--- src/rtl/spi_frame_master.sv ---
// SPI frame master: sends {rw, adr, wr_data} MSB-first at clk/(2*CLK_DIV) and reports busy/done.
// Define SPI_READBACK_EN to capture miso into o_rd_data on read frames; otherwise o_rd_data is tied to 0.
module spi_frame_master #(
  parameter int NBIT     = 8,
  parameter int CLK_DIV  = 8,
  parameter int HOLD_CYC = 8
) (
  input  logic            clk,
  input  logic            rst,
  input  logic            i_start,
  input  logic            i_rw,
  input  logic [6:0]      i_adr,
  input  logic [NBIT-1:0] i_wr_data,
  output logic            o_busy,
  output logic            o_done,
  output logic [NBIT-1:0] o_rd_data,
  output logic            o_cs,
  output logic            o_sclk,
  output logic            o_mosi,
  input  logic            i_miso
);

  localparam int FW      = 8 + NBIT;
  localparam int CNT_MAX = (CLK_DIV > HOLD_CYC) ? CLK_DIV : HOLD_CYC;
  localparam int CNT_W   = $clog2(CNT_MAX);
  localparam int BIT_W   = $clog2(FW);

  localparam logic [CNT_W-1:0] DIV_LOAD  = CNT_W'(CLK_DIV - 1);
  localparam logic [CNT_W-1:0] HOLD_LOAD = CNT_W'(HOLD_CYC - 1);
  localparam logic [CNT_W-1:0] CNT_ONE   = CNT_W'(1);
  localparam logic [BIT_W-1:0] BIT_LAST  = BIT_W'(FW - 1);
  localparam logic [BIT_W-1:0] BIT_ONE   = BIT_W'(1);

  typedef enum logic [2:0] {
    S_IDLE  = 3'd0,
    S_SETUP = 3'd1,
    S_SHIFT = 3'd2,
    S_HOLD  = 3'd3,
    S_GAP   = 3'd4
  } state_t;

  state_t           r_state;
  logic [CNT_W-1:0] r_cnt;
  logic [BIT_W-1:0] r_bit;
  logic [FW-1:0]    r_shift;
  logic             r_busy;
  logic             r_done;
  logic             r_cs;
  logic             r_sclk;

  logic w_rise;
  logic w_last_fall;

  // The shift register MSB is the mosi pin; it refills with ones so mosi idles high.
  assign w_rise      = (r_state == S_SHIFT) && (r_cnt == '0) && !r_sclk;
  assign w_last_fall = (r_state == S_SHIFT) && (r_cnt == '0) && r_sclk && (r_bit == '0);

  assign o_busy = r_busy;
  assign o_done = r_done;
  assign o_cs   = r_cs;
  assign o_sclk = r_sclk;
  assign o_mosi = r_shift[FW-1];

  // Frame sequencer: divider, bit counter, serial outputs and busy/done handshake.
  always_ff @(posedge clk) begin
    if (rst) begin
      r_state <= S_IDLE;
      r_cnt   <= '0;
      r_bit   <= '0;
      r_shift <= '1;
      r_busy  <= 1'b0;
      r_done  <= 1'b0;
      r_cs    <= 1'b1;
      r_sclk  <= 1'b0;
    end else begin
      r_done <= 1'b0;
      case (r_state)
        S_IDLE: begin
          if (i_start) begin
            r_state <= S_SETUP;
            r_shift <= {i_rw, i_adr, i_wr_data};
            r_cnt   <= DIV_LOAD;
            r_bit   <= BIT_LAST;
            r_busy  <= 1'b1;
            r_cs    <= 1'b0;
          end
        end
        S_SETUP: begin
          if (r_cnt == '0) begin
            r_state <= S_SHIFT;
            r_cnt   <= DIV_LOAD;
          end else begin
            r_cnt <= r_cnt - CNT_ONE;
          end
        end
        S_SHIFT: begin
          if (r_cnt != '0) begin
            r_cnt <= r_cnt - CNT_ONE;
          end else if (!r_sclk) begin
            r_sclk <= 1'b1;
            r_cnt  <= DIV_LOAD;
          end else if (r_bit == '0) begin
            r_sclk  <= 1'b0;
            r_shift <= '1;
            r_state <= S_HOLD;
            r_cnt   <= HOLD_LOAD;
          end else begin
            r_sclk  <= 1'b0;
            r_shift <= {r_shift[FW-2:0], 1'b1};
            r_bit   <= r_bit - BIT_ONE;
            r_cnt   <= DIV_LOAD;
          end
        end
        S_HOLD: begin
          if (r_cnt == '0) begin
            r_state <= S_GAP;
            r_cs    <= 1'b1;
            r_cnt   <= HOLD_LOAD;
          end else begin
            r_cnt <= r_cnt - CNT_ONE;
          end
        end
        S_GAP: begin
          if (r_cnt == '0) begin
            r_state <= S_IDLE;
            r_busy  <= 1'b0;
            r_done  <= 1'b1;
          end else begin
            r_cnt <= r_cnt - CNT_ONE;
          end
        end
        default: begin
          r_state <= S_IDLE;
          r_cnt   <= '0;
          r_bit   <= '0;
          r_shift <= '1;
          r_busy  <= 1'b0;
          r_cs    <= 1'b1;
          r_sclk  <= 1'b0;
        end
      endcase
    end
  end

`ifdef SPI_READBACK_EN
  localparam logic [BIT_W-1:0] DATA_BITS = BIT_W'(NBIT);

  logic            r_rw;
  logic [NBIT-1:0] r_rx;
  logic [NBIT-1:0] r_rd_data;

  assign o_rd_data = r_rd_data;

  // Miso capture on data-field sclk rises; published at HOLD entry of read frames only.
  always_ff @(posedge clk) begin
    if (rst) begin
      r_rw      <= 1'b0;
      r_rx      <= '0;
      r_rd_data <= '0;
    end else begin
      if ((r_state == S_IDLE) && i_start) begin
        r_rw <= i_rw;
      end
      if (w_rise && (r_bit < DATA_BITS)) begin
        r_rx <= {r_rx[NBIT-2:0], i_miso};
      end
      if (w_last_fall && !r_rw) begin
        r_rd_data <= r_rx;
      end
    end
  end
`else
  logic w_unused_rb;

  assign o_rd_data   = '0;
  assign w_unused_rb = i_miso ^ w_rise ^ w_last_fall;
`endif

endmodule

--- config.mk ---
export PLATFORM = sky130hd
export DESIGN_NAME = spi_frame_master
export DESIGN_NICKNAME = d
export VERILOG_FILES = /design/src/rtl/spi_frame_master.sv
export SDC_FILE = /design/constraint.sdc
export NUM_CORES = 1
export LEC_CHECK = 0
export ABC_CLOCK_PERIOD_IN_PS = 2100
export CORE_ASPECT_RATIO = 1.75
export CORE_MARGIN = 2
export CORE_UTILIZATION = 40
export CTS_CLUSTER_SIZE = 12
export DETAILED_ROUTE_END_ITERATION = 10
export SETUP_SLACK_MARGIN = 0.4
export SYNTH_ARGS = -nofsm -noshare
export SYNTH_HDL_FRONTEND = slang
export SYNTH_SLANG_ARGS = --single-unit
--- constraint.sdc ---
create_clock -name clk -period 2.1 [get_ports clk]
set_input_delay 0.42 -clock clk [delete_from_list [all_inputs] [get_ports clk]]
set_output_delay 0.42 -clock clk [all_outputs]
set_load 0.02 [all_outputs]
Word-level counts from Yosys, hierarchy flattened
Cells that the tools add are included.
Storage, ports and cells
  register bits: 30
  input bits: 20
  output and inout bits: 13
  word-level logic and storage cells: 78
Cells by class
  add/subtract/negate cells: 2
  eq/ne operators: 13
  muxes and demuxes: 33
  bitwise gates (word level): 5
  reduce and logical (&&, ||, !) cells: 17
Operators by type and width (number)
  16-bit 2-to-1 mux: 4
  16-bit one-hot mux with 3 select lines: 1
  3-bit 2-to-1 mux: 11
  4-bit 2-to-1 mux: 4
  2-bit != test, second input constant: 8
  3-bit one-hot mux with 5 select lines: 1
  3-bit one-hot mux with 4 select lines: 1
  4-bit one-hot mux with 3 select lines: 1
  3-bit OR reduction: 3
  1-bit 2-to-1 mux: 7
  7-bit AND reduction: 1
  3-bit by 2-bit equality test with 1-bit output, second input constant: 2
  3-bit zero test: 2
  1-bit one-hot mux with 3 select lines: 2
  3-bit AND reduction: 2
  1-bit NOT: 5
  5-bit AND reduction: 1
  4-bit zero test: 1
  2-bit AND reduction: 2
  4-bit AND reduction: 1
  2-bit OR reduction: 2
  4-bit OR reduction: 1
  4-bit by 1-bit subtractor with 4-bit output, second input constant: 1
  3-bit by 1-bit equality test with 1-bit output, second input constant: 1
  5 further kinds: 5

Longest topological paths before layout
  word-level depth: 5
  gate-level depth with buffers: 7
  mapped depth without buffers: 6

Worst setup path before layout
Ideal clock, no wire load.
  kind: register -> register
  from: register r_bit[0]
  to: register r_bit[3]
  setup time: 79 ps
  arrival time: 1662 ps
  required time: 2021 ps
  slack: 358 ps
  stages on the path, launching flop included: 8
  path buffers: 1
  period minus slack after synthesis: 1742 ps
  cells stage by stage: dfxtp_1 > inv_1 > ha_1 > nor3b_2 > a211oi_2 > clkbuf_1 > o41ai_1 > a211oi_2
Between the ends
  cells in the longest elaborated chain, start to end: 5
  elaborated cells on any way between the ends: 8
  those cells by class: add/sub (1); eq/ne (1); mux (4); reduce/logical (2)
Ends and longest elaborated chain
  from (decl): line 44  | logic [BIT_W-1:0] r_bit;
  from (signal assigned): line 110  | r_bit <= r_bit - BIT_ONE;
  4-bit by 1-bit subtractor with 4-bit output: line 110
  4-bit 2-to-1 mux: line 102  | end else if (r_bit == '0) begin
  4-bit 2-to-1 mux: line 99  | end else if (!r_sclk) begin
  4-bit 2-to-1 mux: line 97  | if (r_cnt != '0) begin
  4-bit one-hot mux with 3 select lines: line 77  | case (r_state)
Parallel ways exist; a longest one is shown, timed or not. The select of a mux whose other input is x is not followed.
A chain may end at the register's enable or synchronous reset.

Worst setup path in the final report
  from: register r_cnt[0]
  to: register r_bit[0]
Between the ends
  cells in the longest elaborated chain, start to end: 3
Ends and longest elaborated chain
  from (decl): line 43  | logic [CNT_W-1:0] r_cnt;
  from (signal assigned): line 93  | r_cnt <= r_cnt - CNT_ONE;
  from (signal assigned): line 98  | r_cnt <= r_cnt - CNT_ONE;
  from (signal assigned): line 120  | r_cnt <= r_cnt - CNT_ONE;
  3-bit nonzero test: line 97
  2-bit != test (no source line)
  5-bit AND reduction (no source line)
Every way passes these cells.

==> flow_summary.toml <==
[run_status]
status = "completed"

[worst_setup_path]
slowest_delay_ps = 360
crit_required_ps = 2270
path_class = "register to register"
crit_path_start_kind = "register"
worst-path-max-fanout = 5
r2r_slack_ps = 440
crit_path_end_kind = "register"
reg2reg_to = "r_bit[0]"
critical_path_arrival_ps = 1830
crit_chain = "inv_2, ha_4, nand4b_1, buf_4, buf_6, nor2_1, or3_1, and4b_1"
ff2ff_path_depth = 8
slowest_stage = "dfxtp_2"
rr_startpoint = "r_cnt[0]"

[global_routing]
grt_max_degree = 19
grt_overflow = 0
track_usage_pct = 19.19
grt_pass1_vias = 1610
antenna_found_initial = 0
grt_pass1_wl_um = 7051

[clock_network]
cts_tree = "done"
clk_latency_ps = 270
clkSinkCount = 30
hold_buffers = 0
path_clk_slew_ps = 60
cts-root-buf = "clkbuf_8"
htreeDepth = 2
numCtsBuffers = 5
clockBufferDepth = 2

[routing]
finalWirelength_um = 4437
ant_nets = 0
viasPerCell = 5.526
dr.pass1.iters = 4
drt_iter0_drc = 26
vias = 1608
drcViolationCount = 0
wl_per_cell_um = 15.25

[synth]
syn_avg_cell_area_um2 = 8.620
synth_seq_cells = 30
yosys-top-cells-area = "dfxtp_1, mux2i_1, o21bai_1"
synth.distinct_cells = 44
synth-seq-area-share_pct = 35.01
synth_warnings = 0
synth_async_sr_flop_share_pct = 0
syn_inst = 199
synth_edf_count = 0
netlist.top_cell.by_area = "dfxtp_1"
synth_area_um2 = 1715
synth_top_flop_cell = "dfxtp_1"
yosysTopAreaCellShare_pct = 35.01

[floorplanning]
die_area_um2 = 4849
coreArea_um2 = 4111
rows = 31
die-width_um = 53.51
ioPinCount = 33
start_util_pct = 41.72
fp.dieH_um = 90.63

[job]
cap_violations = 0

[timing]
rsz0062_at_grt = "true"
setup_viol = 0
timing.final.crit_period_ps = 1664
period_share_pct = 79.23
fmax_ghz = 0.6010
finalMaxSlewViolations = 0
finClkSkew_ps = 4.765
final-hold-violation-count = 0
timing.setup.tns_ps = 0

[place]
dp_hpwl_um = 2758
gp_congestion = 0.7899
place.port_buffers = 23

[layout]
multi_input_area_um2 = 1054
drive_gt1_share_pct = 21.07
regArea_um2 = 613.1
final_util_pct = 57.43
areaGrowthSynthToFinish_pct = 37.64
n_fill_cell = 387
antenna_cells = 0
nNetsFinal = 266

[hold_path]
whs_path_depth = 2
min-delay-start = "o_busy"
hp-class = "register to register"
min_to = "o_busy"

[power_and_ir_drop]
peakVddDrop_v = 0.0005345
p_leak_nw = 1.015
power_density_nw_per_um2 = 733.9
## flip-flops by register name, indices dropped and copies added, names as in the netlist
signal and count:
o_cs 1, o_done 1, o_busy 1, r_state 3
r_bit 4, r_cnt 3, r_shift 16, o_sclk 1
## worst max-delay path, delay by kind of cell (launching register included)
family / cells / cell delay [ps]
flip-flops: 1 / 360
buffers and inverters: 3 / 320
AND/OR/NAND/NOR: 4 / 700
adder cells (fa/ha/maj): 1 / 170
## cell usage after synthesis, types with 6 or more instances
master    number
and3_1        16
nor2_1        21
a21oi_1        8
buf_4          9
inv_1          6
dfxtp_1       30
clkbuf_1       8
mux2i_1       15
o21ai_0        7
o21bai_1      17
nand2_1        7
## where the power goes
group | internal, W | switching (W)
sequential | 0.000632 | 0.0000544
clock | 0.000228 | 0.000204
combinational | 0.000320 | 0.000295
## metrics by stage
stage	std cells	worst slack, ps	hold WS [ps]	power, W	cell area (um2)
detailed placement	265	8.932	466.3	0.001145	1984
floorplan	206	412.5	482.8	0.001013	1743
global route	291	351.1	488.1	0.001837	2361
CTS	280	375.7	475.0	0.001670	2222
finish	291	436.2	464.5	0.001733	2361
global placement	265	39.42	451.0	0.001124	1984
## placed cells by master, fill, tap and decap left out, types with 7 or more instances in the layout
| cell | netlist | layout |
|---|---|---|
| buf_4 | 9 | 18 |
| a21oi_1 | 8 | 8 |
| nor2_1 | 21 | 21 |
| mux2i_1 | 15 | 15 |
| conb_1 | 1 | 8 |
| dfxtp_1 | 30 | 24 |
| and3_1 | 16 | 16 |
| nand2_1 | 7 | 7 |
| o21ai_0 | 7 | 7 |
| clkdlybuf4s50_1 | 0 | 21 |
| o21bai_1 | 17 | 17 |
## worst max path at each step
stage,from,end,slack [ps],cells after the start
floorplan,r_bit[0],r_bit[3],410,7
global placement,i_start,r_bit[3],40,6
detailed placement,i_start,r_shift[4],9,6
CTS,r_cnt[0],r_bit[0],380,8
global route,r_bit[1],r_bit[1],350,7
finish,r_cnt[0],r_bit[0],440,8
## layout make-up
| class | count | share of cell area (%) |
|---|---|---|
| clock buffer | 7 | 3.233 |
| inverter | 6 | 0.9539 |
| multi-input combinational | 148 | 44.62 |
| tap | 49 | 2.597 |
| timing repair buffer | 51 | 22.63 |
| sequential | 30 | 25.97 |
## per-layer routing
layer,vias up,share of wire (%),routed length (um),global-route usage [%]
met1,758,38,1674,18.80
met5,-,0,0,0
met4,0,1.6,73,8.547
met3,7,5.3,237,4.305
li1,796,-,-,-
met2,47,55,2451,35.49
## what timing repair did
| action | CTS | global route |
|---|---|---|
| endpoints found under the setup margin | 20 | 20 |
| hold endpoints to repair | 0 | 0 |
| pin swaps | 4 | 3 |
| buffers inserted | 6 | 10 |
| gates resized for setup | 16 | 14 |
| gates cloned | 2 | 1 |
## kinds of logic after synthesis
logic type                 after synthesis  share of synthesized area, %
and+or+nand+nor                         68                         21.74
other                                    1                        0.2186
adders and majority gates                4                         2.918
xor gates and xnor gates                 1                        0.5107
buffers and inverters                   28                         8.825
AOI/OAI and AO/OA                       52                         22.03
muxes                                   15                         8.753
DFF                                     30                         35.01
No activity file was read; power rests on OpenSTA's default activity.
